File: src/rtl/sequential_alu.sv
// Registered N-bit ALU with Z/N/C/V flags and an iterative shift-add multiplier.
// Latency: 1 cycle for add/sub/logic/shift ops, N cycles for mul (done pulses once).
// Backpressure: start is ignored while busy=1; non-mul ops may be issued every cycle.
module sequential_alu #(
  parameter int N = 4
) (
  input  logic         clk,
  input  logic         reset,
  input  logic         start,
  input  logic [2:0]   operation_code,
  input  logic [N-1:0] A,
  input  logic [N-1:0] B,
  output logic [N-1:0] result,
  output logic [3:0]   flags,
  output logic         busy,
  output logic         done
);

  localparam int SW = (N > 1) ? $clog2(N) : 1;

  localparam logic [2:0] OP_ADD = 3'b000;
  localparam logic [2:0] OP_SUB = 3'b001;
  localparam logic [2:0] OP_AND = 3'b010;
  localparam logic [2:0] OP_OR  = 3'b011;
  localparam logic [2:0] OP_XOR = 3'b100;
  localparam logic [2:0] OP_SHL = 3'b101;
  localparam logic [2:0] OP_SHR = 3'b110;
  localparam logic [2:0] OP_MUL = 3'b111;

  typedef enum logic {IDLE, MUL} state_t;

  state_t        state;
  logic [N-1:0]  mcand;
  logic [N-1:0]  mplier;
  logic [N-1:0]  acc;
  logic [SW-1:0] cnt;

  logic [N-1:0]  alu_res;
  logic          alu_c;
  logic          alu_v;
  logic [N:0]    wide;
  logic [SW-1:0] sh;
  logic [N-1:0]  acc_next;

  always_comb begin
    sh      = B[SW-1:0];
    wide    = '0;
    alu_res = '0;
    alu_c   = 1'b0;
    alu_v   = 1'b0;
    case (operation_code)
      OP_ADD: begin
        wide    = {1'b0, A} + {1'b0, B};
        alu_res = wide[N-1:0];
        alu_c   = wide[N];
        alu_v   = (A[N-1] == B[N-1]) && (alu_res[N-1] != A[N-1]);
      end
      OP_SUB: begin
        wide    = {1'b0, A} + {1'b0, ~B} + (N+1)'(1);
        alu_res = wide[N-1:0];
        alu_c   = wide[N];
        alu_v   = (A[N-1] != B[N-1]) && (alu_res[N-1] != A[N-1]);
      end
      OP_AND: alu_res = A & B;
      OP_OR:  alu_res = A | B;
      OP_XOR: alu_res = A ^ B;
      OP_SHL: begin
        // The extra top bit catches the last bit shifted out.
        wide = {1'b0, A} << sh;
        if (int'(sh) < N) begin
          alu_res = wide[N-1:0];
          alu_c   = wide[N];
        end
      end
      OP_SHR: begin
        wide = {A, 1'b0} >> sh;
        if (int'(sh) < N) begin
          alu_res = wide[N:1];
          alu_c   = wide[0];
        end
      end
      default: ;
    endcase
  end

  assign acc_next = acc + (mplier[0] ? mcand : '0);

  always_ff @(posedge clk or posedge reset) begin
    if (reset) begin
      state  <= IDLE;
      result <= '0;
      flags  <= '0;
      busy   <= 1'b0;
      done   <= 1'b0;
      mcand  <= '0;
      mplier <= '0;
      acc    <= '0;
      cnt    <= '0;
    end else begin
      done <= 1'b0;
      case (state)
        IDLE: begin
          if (start) begin
            if (operation_code == OP_MUL) begin
              mcand  <= A;
              mplier <= B;
              acc    <= '0;
              cnt    <= '0;
              busy   <= 1'b1;
              state  <= MUL;
            end else begin
              result <= alu_res;
              flags  <= {alu_res == '0, alu_res[N-1], alu_c, alu_v};
              done   <= 1'b1;
            end
          end
        end
        MUL: begin
          acc    <= acc_next;
          mcand  <= mcand << 1;
          mplier <= mplier >> 1;
          cnt    <= cnt + SW'(1);
          if (cnt == SW'(N-1)) begin
            result <= acc_next;
            flags  <= {acc_next == '0, acc_next[N-1], 2'b00};
            busy   <= 1'b0;
            done   <= 1'b1;
            state  <= IDLE;
          end
        end
        default: state <= IDLE;
      endcase
    end
  end

endmodule

File: config.mk
export PLATFORM = sky130hd
export DESIGN_NAME = sequential_alu
export DESIGN_NICKNAME = d
export VERILOG_FILES = /design/src/rtl/sequential_alu.sv
export SDC_FILE = /design/constraint.sdc
export NUM_CORES = 1
export LEC_CHECK = 0
export BUFFER_PORTS_ARGS = -buffer_cell sky130_fd_sc_hd__buf_2
export CAP_MARGIN = 15
export CORE_MARGIN = 2
export CORE_UTILIZATION = 39
export CTS_CLUSTER_SIZE = 8
export DETAILED_ROUTE_END_ITERATION = 12
export PLACE_DENSITY = 0.6
export SLEW_MARGIN = 10
export SYNTH_ARGS = -nofsm -noshare
export SYNTH_HDL_FRONTEND = slang
export SYNTH_SLANG_ARGS = --single-unit
File: constraint.sdc
create_clock -name clk -period 4.6 [get_ports clk]
set_input_delay 0.23 -clock clk [delete_from_list [all_inputs] [get_ports clk]]
set_output_delay 0.23 -clock clk [all_outputs]
set_load 0.01 [all_outputs]
# [Word-level counts from Yosys, hierarchy flattened]
# Cells that the tools add are included.
[op_classes] addsub=5 eq_ne=16 shifts=2 n_mux=36 n_bitwise=5 reduce_logical=8
[op_table] cell="two-way mux 4 bit" count=13
[op_table] cell="case mux 4 bit (2 select lines)" count=5
[op_table] cell="case mux 4 bit (7 select lines)" count=1
[op_table] cell="== test 3 bit, second input constant" count=4
[op_table] cell="adder 4 x 4 -> 5 bit" count=2
[op_table] cell="two-way mux 1 bit" count=9
[op_table] cell="logical NOT 4 bit" count=2
[op_table] cell="case mux 1 bit (2 select lines)" count=4
[op_table] cell="== test 3 x 2 -> 1 bit, second input constant" count=2
[op_table] cell="inequality test 2 bit, second input constant" count=3
[op_table] cell="AND reduction 3 bit" count=2
[op_table] cell="adder 5 x 1 -> 5 bit, second input constant" count=1
[op_table] cell="<< shifter 4 x 2 -> 5 bit" count=1
[op_table] cell="right shift 5 x 2 -> 5 bit" count=1
[op_table] cell="adder 4 bit" count=1
[op_table] cell="bitwise AND 4 bit" count=1
[op_table] cell="two-way mux 2 bit" count=2
[op_table] cell="inverter 4 bit" count=1
[op_table] cell="bitwise OR 4 bit" count=1
[op_table] cell="case mux 1 bit (4 select lines)" count=1
[op_table] cell="case mux 2 bit (2 select lines)" count=1
[op_table] cell="bitwise XOR 4 bit" count=1
[op_table] cell="== test 3 x 1 -> 1 bit, second input constant" count=1
[op_table] cell="logical NOT 3 bit" count=1
[op_table] cell="other kinds (8)" count=11
[word_totals] ff_bits=25 word_cells=81

# [Longest topological paths before layout]
# Gate-level depths: netlist of run 1.
[logic_depth] depth_word=9 depth_mapped=9 ltp_nobuf=9

# [Worst setup path after synthesis of run 1]
# OpenSTA, ideal clock, no wires.
[synth_timing] kind="input to register" start="in A[0]" end="reg flags[3]" setup_ns=0.095 arrival_ns=1.829 required_ns=4.505 slack_ns=2.675 stages=9 n_path_buf=0 cell_sequence="inv_1 -> ha_1 -> inv_1 -> fa_1 -> xnor2_1 -> o21ai_0 -> a211oi_1 -> or3_1 -> o31ai_1"
[synth_between] elab_chain_cells=7
[synth_rtl] item="start, declared" line="11" source="input logic [N-1:0] A,"
[synth_rtl] item="adder 4 x 4 -> 5 bit" line="59" source="wide = {1'b0, A} + {1'b0, ~B} + (N+1)'(1);"
[synth_rtl] item="adder 5 x 1 -> 5 bit" line="59"
[synth_rtl] item="case mux 4 bit (7 select lines) *" line="51" source="case (operation_code)"
[synth_rtl] item="logical NOT 4 bit *" line="113" source="flags <= {alu_res == '0, alu_res[N-1], alu_c, alu_v};"
[synth_rtl] item="two-way mux 4 bit *" line="104" source="if (operation_code == OP_MUL) begin"
[synth_rtl] item="two-way mux 4 bit *" line="103" source="if (start) begin"
[synth_rtl] item="case mux 4 bit (2 select lines) *" line="101" source="case (state)"
[synth_rtl] item="end signal, assigned" line="113"
[synth_rtl] item="end signal, assigned" line="125" source="flags <= {acc_next == '0, acc_next[N-1], 2'b00};"
[synth_rtl] item="end, declared" line="14" source="output logic [3:0] flags,"
# Mark *: on every way between the ends. The rest lies on a longest branch, timed or not. The select of a mux whose other input is x is not followed.
# A chain may end at the register's enable or synchronous reset.

# [Final worst setup path of run 1]
[layout_timing] start="reg state" end="reg flags[2]"
[layout_between] elab_chain_cells=3
[layout_rtl] item="start, declared" line="32" source="state_t state;"
[layout_rtl] item="start signal, assigned" line="90" source="state <= IDLE;"
[layout_rtl] item="start signal, assigned" line="110" source="state <= MUL;"
[layout_rtl] item="start signal, assigned" line="128" source="state <= IDLE;"
[layout_rtl] item="inverter 1 bit"
[layout_rtl] item="inequality test 2 bit (no line)"
[layout_rtl] item="AND reduction 3 bit (no line)"
# Parallel ways exist; a longest one is shown, timed or not.

==> results of run 1 <==
-- metrics by stage --
stage	util	instances	setup WS [ns]	cell area (um^2)	power [mW]
final	0.435	325	2.43	2230	0.882
after global routing	0.435	325	2.23	2230	0.957
after CTS	0.435	325	2.41	2230	0.890
after detailed placement	0.421	321	2.29	2160	0.704
after global placement	0.421	321	2.30	2160	0.702
after floorplan	-	245	2.68	2090	0.610
-- layout make-up --
class                      count  share of cell area
clock inverter                 1              0.0134
multi-input combinational    188               0.582
clock buffer                   3              0.0185
inverter                      16              0.0269
sequential                    24               0.269
timing repair buffer          23              0.0515
tap                           70              0.0392
-- worst paths after layout --
kind / end / slack (ns) / cells after the start
setup / recovery: flags[2]$_DFFE_PP0P_ / 2.43 / 6
hold / removal: busy$_DFFE_PP0P_ / 0.15 / 2
setup reg to reg: flags[2]$_DFFE_PP0P_ / 2.43 / 6
hold reg to reg: cnt[0]$_DFFE_PP0P_ / 0.48 / 1
max in group asynchronous: mplier[0]$_DFFE_PP0P_ / 3.89 / 2
min in group clk: flags[1]$_DFFE_PP0P_ / 0.36 / 3
-- Yosys cell counts (all sizes together) (5+ instances only) --
master | count | area [um^2]
nand2 | 27 | 101
dfrtp | 24 | 601
nor2 | 20 | 75.1
a21oi | 19 | 98.9
o21ai | 18 | 90.1
ha | 17 | 213
inv | 15 | 56.3
buf | 11 | 105
nand3 | 8 | 40.0
clkbuf | 6 | 22.5
nand3b | 5 | 37.5
-- cell families (layout without fill, tap and decap cells) --
family	after synthesis	in the layout	share of synthesized area
xor gates and xnor gates	4	4	0.0168
muxes	8	8	0.0485
adders and majority gates	20	20	0.131
buffers and inverters	33	43	0.0899
AOI/OAI and AO/OA	65	65	0.202
DFF	24	24	0.288
and+or+nand+nor	91	91	0.225
-- state kept, by name, summed over array words and instances, names as in the netlist --
signal	cells
acc	4
flags	4
mcand	4
mplier	4
result	3
cnt	2
busy	1
done	1
state	1
-- power groups by stage --
| stage | logic [mW] | registers (mW) | clock network [mW] |
|---|---|---|---|
| 2_1_floorplan | 0.271 | 0.339 | 0 |
| 3_3_place_gp | 0.339 | 0.363 | 0 |
| 3_5_place_dp | 0.341 | 0.363 | 0 |
| 4_1_cts | 0.343 | 0.359 | 0.188 |
| 5_1_grt | 0.383 | 0.372 | 0.202 |
| 6_report | 0.341 | 0.359 | 0.183 |
-- per-layer routing --
metal  global-route usage  wire length, um  up-vias
li1                     -                -      885
met5                    0                0        -
met3               0.0376              321        2
met1                0.265             2400      835
met4               0.0250               14        0
met2                0.250             2120       50
-- worst max-delay path, stage by stage, from the launching register on --
cell and delay, ns:
dfrtp_1 0.92, nand2b_1 0.30, o21a_4 0.18, clkinv_1 0.20, o21a_1 0.17, nand4b_1 0.13
o221a_1 0.20
==> results.cfg, run 1 <==
[timing]
hold_viol_final = 0
finalCritPeriodShare = 0.471
tns_ns = 0
max_freq_mhz = 461
min_period_ns = 2.17
slew_headroom = 0.394
slew_viol_final = 0
hold-worst-slack_ns = 0.146
rsz0062_at_grt = no
fin_worst_skew_ns = 0.00404
setup_viol = 0
tightest_slew_ns = 0.908

[detailed_routing]
drt_first_iter_violations = 162
final_antenna_net_count = 0
drcViolationCount = 0
totalWireLength_mm = 4.86
drtPass1Iterations = 4
num_vias = 1772
routedWlPerCell_um = 14.9
viasPerCell = 5.45

[die]
boundaryPins = 24
dieHeight_um = 77.2
core.rowCount = 26
die-area_mm2 = 0.00596
fp.dieW_um = 77.2
start_util = 0.406
core-area_mm2 = 0.00514

[worst_setup_path]
r2r-start = state$_DFF_PP0_
crit_path_end_kind = flip-flop
critPathMaxFanout = 30
path_class = flip-flop to flip-flop
worstPathArrival_ns = 2.37
critPathLaunchType = flip-flop
cp.required_ns = 4.80
startpoint = state$_DFF_PP0_

[clock_tree]
numCtsBuffers = 3
htree_levels = 1
clk_pin_slew_ns = 0.09
post_cts_resized = 0
clk_latency_ns = 0.26
root_buffer = clkbuf_8
cts_setup_buffers = 0
cts.sinks = 24
clk_path_buf_depth = 2
cts_tree = built
cts_hold_buf = 0

[power]
clkPwrFrac = 0.207
p_per_area_mw_per_mm2 = 395
leakage_nw = 1.02
p_comb_frac = 0.386
switchingPower_uw = 330
ir_drop_mv = 0.235
p_sw_frac = 0.374
seqPwrFrac = 0.406
intPower_uw = 552

[global_route]
grt_usage = 0.172
overflow = 0
grt_pass1_vias = 1616
antenna_found_initial = 0
grt_max_degree = 31
grt_pass1_wl_mm = 8.29

[cells_and_area]
drive_gt1_frac = 0.149
n_fill_cell = 565
regArea_um2 = 601
syn_to_final_growth_pct = 7.01
final_common_cell = nand2_1
mostFrequentLayoutCells = 27 x nand2_1, 24 x dfrtp_1, 23 x buf_2
diodes = 0
nets = 290
multi_input_area_mm2 = 0.00130

[worst_hold_path]
hp-class = input port to async pin

[yosys]
syn_area_mm2 = 0.00209
ys_ff_latch = 24
ys_warn_count = 0
synth_edf_count = 0
syn_area_per_cell_um2 = 8.52
ys_types = 63
syn_inst = 245
ys_seq_area_frac = 0.288
syn_nets = 279
synth-main-ff-cell = dfrtp_1
async_flop_share = 1.00

[placement]
port_buffers = 23
gp_congestion = 0.840
place_hpwl_mm = 3.61

[job]
maxCapViolCount = 0

[status]
status = complete, no violations
(Power assumes the default switching activity.)
==> inputs of run 2 (changes only) <==
PLACE_DENSITY = 0.62   (was 0.6)
clock period = 1.75 ns   (was 4.6 ns; I/O delays follow)
==> results.cfg, run 2 (synthesis results as in run 1) <==
[status]
status = finished, violations left
violations = setup timing

[worst_setup_path]
reg2reg_depth = 8
path_class = flip-flop to flip-flop
crit_path_end_kind = flip-flop
worstPathArrival_ns = 1.94
cp.required_ns = 1.90
critPathLaunchType = flip-flop
critPathMaxFanout = 3
r2r_setup_slack_ns = -0.03

[clock_tree]
cts.sinks = 24
root_buffer = clkbuf_8
clk_pin_slew_ns = 0.09
htree_levels = 1
cts_tree = built
clk_latency_ns = 0.27
numCtsBuffers = 3
clk_path_buf_depth = 2

[die]
dieHeight_um = 77.2
core.rowCount = 26
core-area_mm2 = 0.00514
start_util = 0.406
fp.dieW_um = 77.2
die-area_mm2 = 0.00596
boundaryPins = 24

[timing]
min_period_ns = 1.78
hold_viol_final = 0
fin_worst_skew_ns = 0.00386
tns_ns = -0.0306
tightest_slew_ns = 0.603
slew_headroom = 0.594
worst_slack_ns = -0.0306
rsz0062_at_grt = yes
max_freq_mhz = 562
setup_viol = 1
slew_viol_final = 0
finalCritPeriodShare = 1.02

[detailed_routing]
drtPass1Iterations = 4
final_antenna_net_count = 0
totalWireLength_mm = 5.14
viasPerCell = 5.25
drt_first_iter_violations = 152
num_vias = 1911
drcViolationCount = 0
routedWlPerCell_um = 14.1

[power]
ir_drop_mv = 0.466
p_total_mw = 2.66
p_per_area_mw_per_mm2 = 1010
leakage_nw = 1.22

[global_route]
use_met2 = 0.302
grt_pass1_wl_mm = 8.74
grt_max_degree = 25
overflow = 0
antenna_found_initial = 0
grt_use_met1 = 0.250
grt_usage = 0.181
top_usage_layer = met2
grt_use_met3 = 0.0341
grt_pass1_vias = 1864

[cells_and_area]
final_common_cell = buf_4
diodes = 0
nets = 329
syn_to_final_growth_pct = 26.1
drive_gt1_frac = 0.306
mostFrequentLayoutCells = 38 x buf_4, 26 x nand2_1, 24 x dfrtp_1

[worst_hold_path]
min_path_cells = 3
hp-class = input port to flip-flop

[placement]
port_buffers = 23
gp_congestion = 0.916
place_hpwl_mm = 3.99

[job]
maxCapViolCount = 0
-- run 2: cell count changes in the layout (fill, tap and decap cells not counted), moves of 2 or more --
cell and change:
buf_4 +38, ha_4 +2, and2_1 -2, and2_4 +2, fa_1 -2, fa_2 +2, ha_1 -3
-- run 2: path summary, 6_finish.rpt --
check,startpoint,end
max in group asynchronous,reset,mcand[3]$_DFFE_PP0P_
max reg2reg,mplier[0]$_DFFE_PP0P_,flags[3]$_DFFE_PP0P_
min reg2reg,cnt[0]$_DFFE_PP0P_,cnt[0]$_DFFE_PP0P_
min in group asynchronous,reset,result[0]$_DFFE_PP0P_
max,mplier[0]$_DFFE_PP0P_,flags[3]$_DFFE_PP0P_
min,start,flags[1]$_DFFE_PP0P_
-- run 2: worst max-delay path, stage by stage, from the launching register on --
cell     delay, ns
dfrtp_1       0.40
and2_4        0.15
ha_4          0.15
fa_2          0.34
xor2_2        0.15
buf_4         0.15
nor4_4        0.03
a22oi_1       0.18
o31ai_1       0.10
-- run 2: metal layers --
metal / up-vias / wire length (um) / part of all wire
met5: - / 0 / 0
met4: 0 / 44 / 0.0086
met3: 6 / 230 / 0.045
met2: 43 / 2470 / 0.48
met1: 900 / 2390 / 0.46
li1: 962 / - / -
-- run 2: cell type report --
class	count	area [um^2]
inverter	16	60.1
clock inverter	1	30.0
tap	70	87.6
clock buffer	3	41.3
sequential	24	601
timing repair buffer	62	410
multi-input combinational	188	1400
fill	525	2510
-- run 2: per-stage QoR --
stage	std cells	hold slack [ns]	utilization	instance area, um^2	setup slack (ns)
floorplan	245	0.102	-	2100	0.00127
global placement	358	0.149	0.476	2450	-0.181
detailed placement	358	0.156	0.476	2450	-0.220
CTS	363	0.193	0.497	2560	-0.0674
global route	364	0.225	0.512	2630	-0.108
finish	364	0.199	0.512	2630	-0.0306
-- run 2: where the power goes --
part	switching (mW)	total [mW]	internal, mW
clock network	0.181	0.487	0.306
registers	0.118	0.864	0.746
logic	0.681	1.31	0.628
total	0.979	2.66	1.68
-- run 2: repair_timing --
| action | 4_1_cts | 5_1_grt |
|---|---|---|
| buffers inserted | 1 | 1 |
| hold buffers | 1 | 0 |
| endpoints found under the hold margin | 24 | 0 |
| setup endpoints to repair | 2 | 5 |
| gates resized for setup | 5 | 11 |
| pin swaps | 7 | 5 |
==> inputs of run 3 (changes only) <==
ABC_CLOCK_PERIOD_IN_PS = 1750   (was unset)
GPL_TIMING_DRIVEN = 0   (was unset)
PLACE_DENSITY = 0.67   (was 0.62)
==> results.cfg, run 3 (synthesis results as in run 1) <==
[status]
status = finished, violations left
violations = setup timing

[detailed_routing]
viasPerCell = 5.43
num_vias = 1911
routedWlPerCell_um = 15.1
totalWireLength_mm = 5.31
drtPass1Iterations = 4
drt_first_iter_violations = 125
final_antenna_net_count = 0
drcViolationCount = 0

[clock_tree]
htree_levels = 1
root_buffer = clkbuf_8
clk_path_buf_depth = 2
clk_latency_ns = 0.27
cts_hold_buf = 0
cts_tree = built
clk_pin_slew_ns = 0.09
numCtsBuffers = 3
cts.sinks = 24

[timing]
rsz0062_at_grt = yes
max_freq_mhz = 551
tns_ns = -0.173
slew_viol_final = 0
finalCritPeriodShare = 1.04
setup_viol = 4
tightest_slew_ns = 0.921
hold_viol_final = 0
fin_worst_skew_ns = 0.00321
slew_headroom = 0.385
worst_slack_ns = -0.0639
min_period_ns = 1.81

[global_route]
grt_pass1_vias = 1901
grt_usage = 0.181
grt_pass1_wl_mm = 8.88
antenna_found_initial = 0
grt_max_degree = 25
overflow = 0

[worst_setup_path]
critPathLaunchType = input port
crit_path_end_kind = flip-flop
critPathMaxFanout = 6
path_class = input port to flip-flop
cp.required_ns = 1.92
r2r_setup_slack_ns = -0.05
worstPathArrival_ns = 1.99

[cells_and_area]
final_common_cell = nand2_1
multi_input_area_mm2 = 0.00146
diodes = 0
syn_to_final_growth_pct = 24.7
mostFrequentLayoutCells = 27 x nand2_1, 26 x buf_2, 24 x dfrtp_1
n_fill_cell = 515
nets = 317
regArea_um2 = 601
drive_gt1_frac = 0.294
final_util = 0.507

[die]
fp.dieW_um = 77.2
core.rowCount = 26
dieHeight_um = 77.2
die-area_mm2 = 0.00596
start_util = 0.406
boundaryPins = 24
core-area_mm2 = 0.00514

[placement]
place_hpwl_mm = 3.90
port_buffers = 23
gp_congestion = 0.902

[power]
leakage_nw = 1.15
ir_drop_mv = 0.509
p_per_area_mw_per_mm2 = 1020

[worst_hold_path]
hp-class = input port to async pin

[job]
maxCapViolCount = 0
==> run 3: cell types whose count changed in the layout (fill, tap and decap cells not counted), sizes merged <==
cell	previous run	this run
buf	61	44
clkbuf	3	9
dlygate4sd3	1	0
==> run 3: power by group <==
group / internal [mW] / switching, mW / leakage, nW / total (mW)
clock network: 0.306 / 0.185 / 0.0357 / 0.491
logic: 0.607 / 0.684 / 0.806 / 1.29
registers: 0.747 / 0.123 / 0.311 / 0.870
total: 1.66 / 0.992 / 1.15 / 2.65
==> run 3: worst paths after layout <==
path / to / cells after the start / start
setup / recovery: flags[3]$_DFFE_PP0P_ / 10 / A[0]
hold / removal: cnt[1]$_DFFE_PP0P_ / 2 / reset
setup reg to reg: flags[3]$_DFFE_PP0P_ / 7 / mplier[0]$_DFFE_PP0P_
hold reg to reg: cnt[0]$_DFFE_PP0P_ / 1 / cnt[0]$_DFFE_PP0P_
max in group asynchronous: mcand[2]$_DFFE_PP0P_ / 2 / reset
min in group clk: flags[1]$_DFFE_PP0P_ / 3 / start
==> run 3: routing by layer <==
metal | track usage | wire length, um | up-vias
met4 | 0.0232 | 40 | 0
met3 | 0.0318 | 307 | 4
met2 | 0.308 | 2510 | 55
li1 | - | - | 937
met5 | 0 | 0 | -
met1 | 0.246 | 2450 | 915
==> run 3: through the flow <==
step | setup slack (ns) | area, um^2 | total power, mW | cells | hold WS [ns]
2_1_floorplan | 0.00127 | 2100 | 1.61 | 245 | 0.102
3_3_place_gp | -0.432 | 2300 | 1.90 | 338 | 0.329
3_5_place_dp | -0.476 | 2300 | 1.92 | 338 | 0.328
4_1_cts | -0.0419 | 2490 | 2.50 | 346 | 0.0410
5_1_grt | -0.142 | 2610 | 2.87 | 352 | 0.0927
6_report | -0.0639 | 2610 | 2.65 | 352 | 0.0106
==> run 3: critical path, cell delays in order <==
cell and delay (ns):
buf_2 0.14, inv_2 0.11, ha_4 0.15, inv_1 0.05, fa_2 0.36, xnor2_1 0.14, o21ai_1 0.18, a211oi_2 0.12
or3_1 0.40, o31ai_2 0.25
==> run 3: layout make-up <==
type,instances,area share
multi-input cells,188,0.562
flip-flops and latches,24,0.231
repair buffers,33,0.0744
plain buffers,17,0.0490
well taps,70,0.0336
inverters,16,0.0231
clock buffers,3,0.0159
clock inverters,1,0.0115
==> run 3: timing repair <==
action,CTS,global route
cloned,0,0
resized for setup,18,11
buffers inserted,4,6
hold endpoints to repair,0,0
pin swaps,10,6
endpoints found under the setup margin,4,5
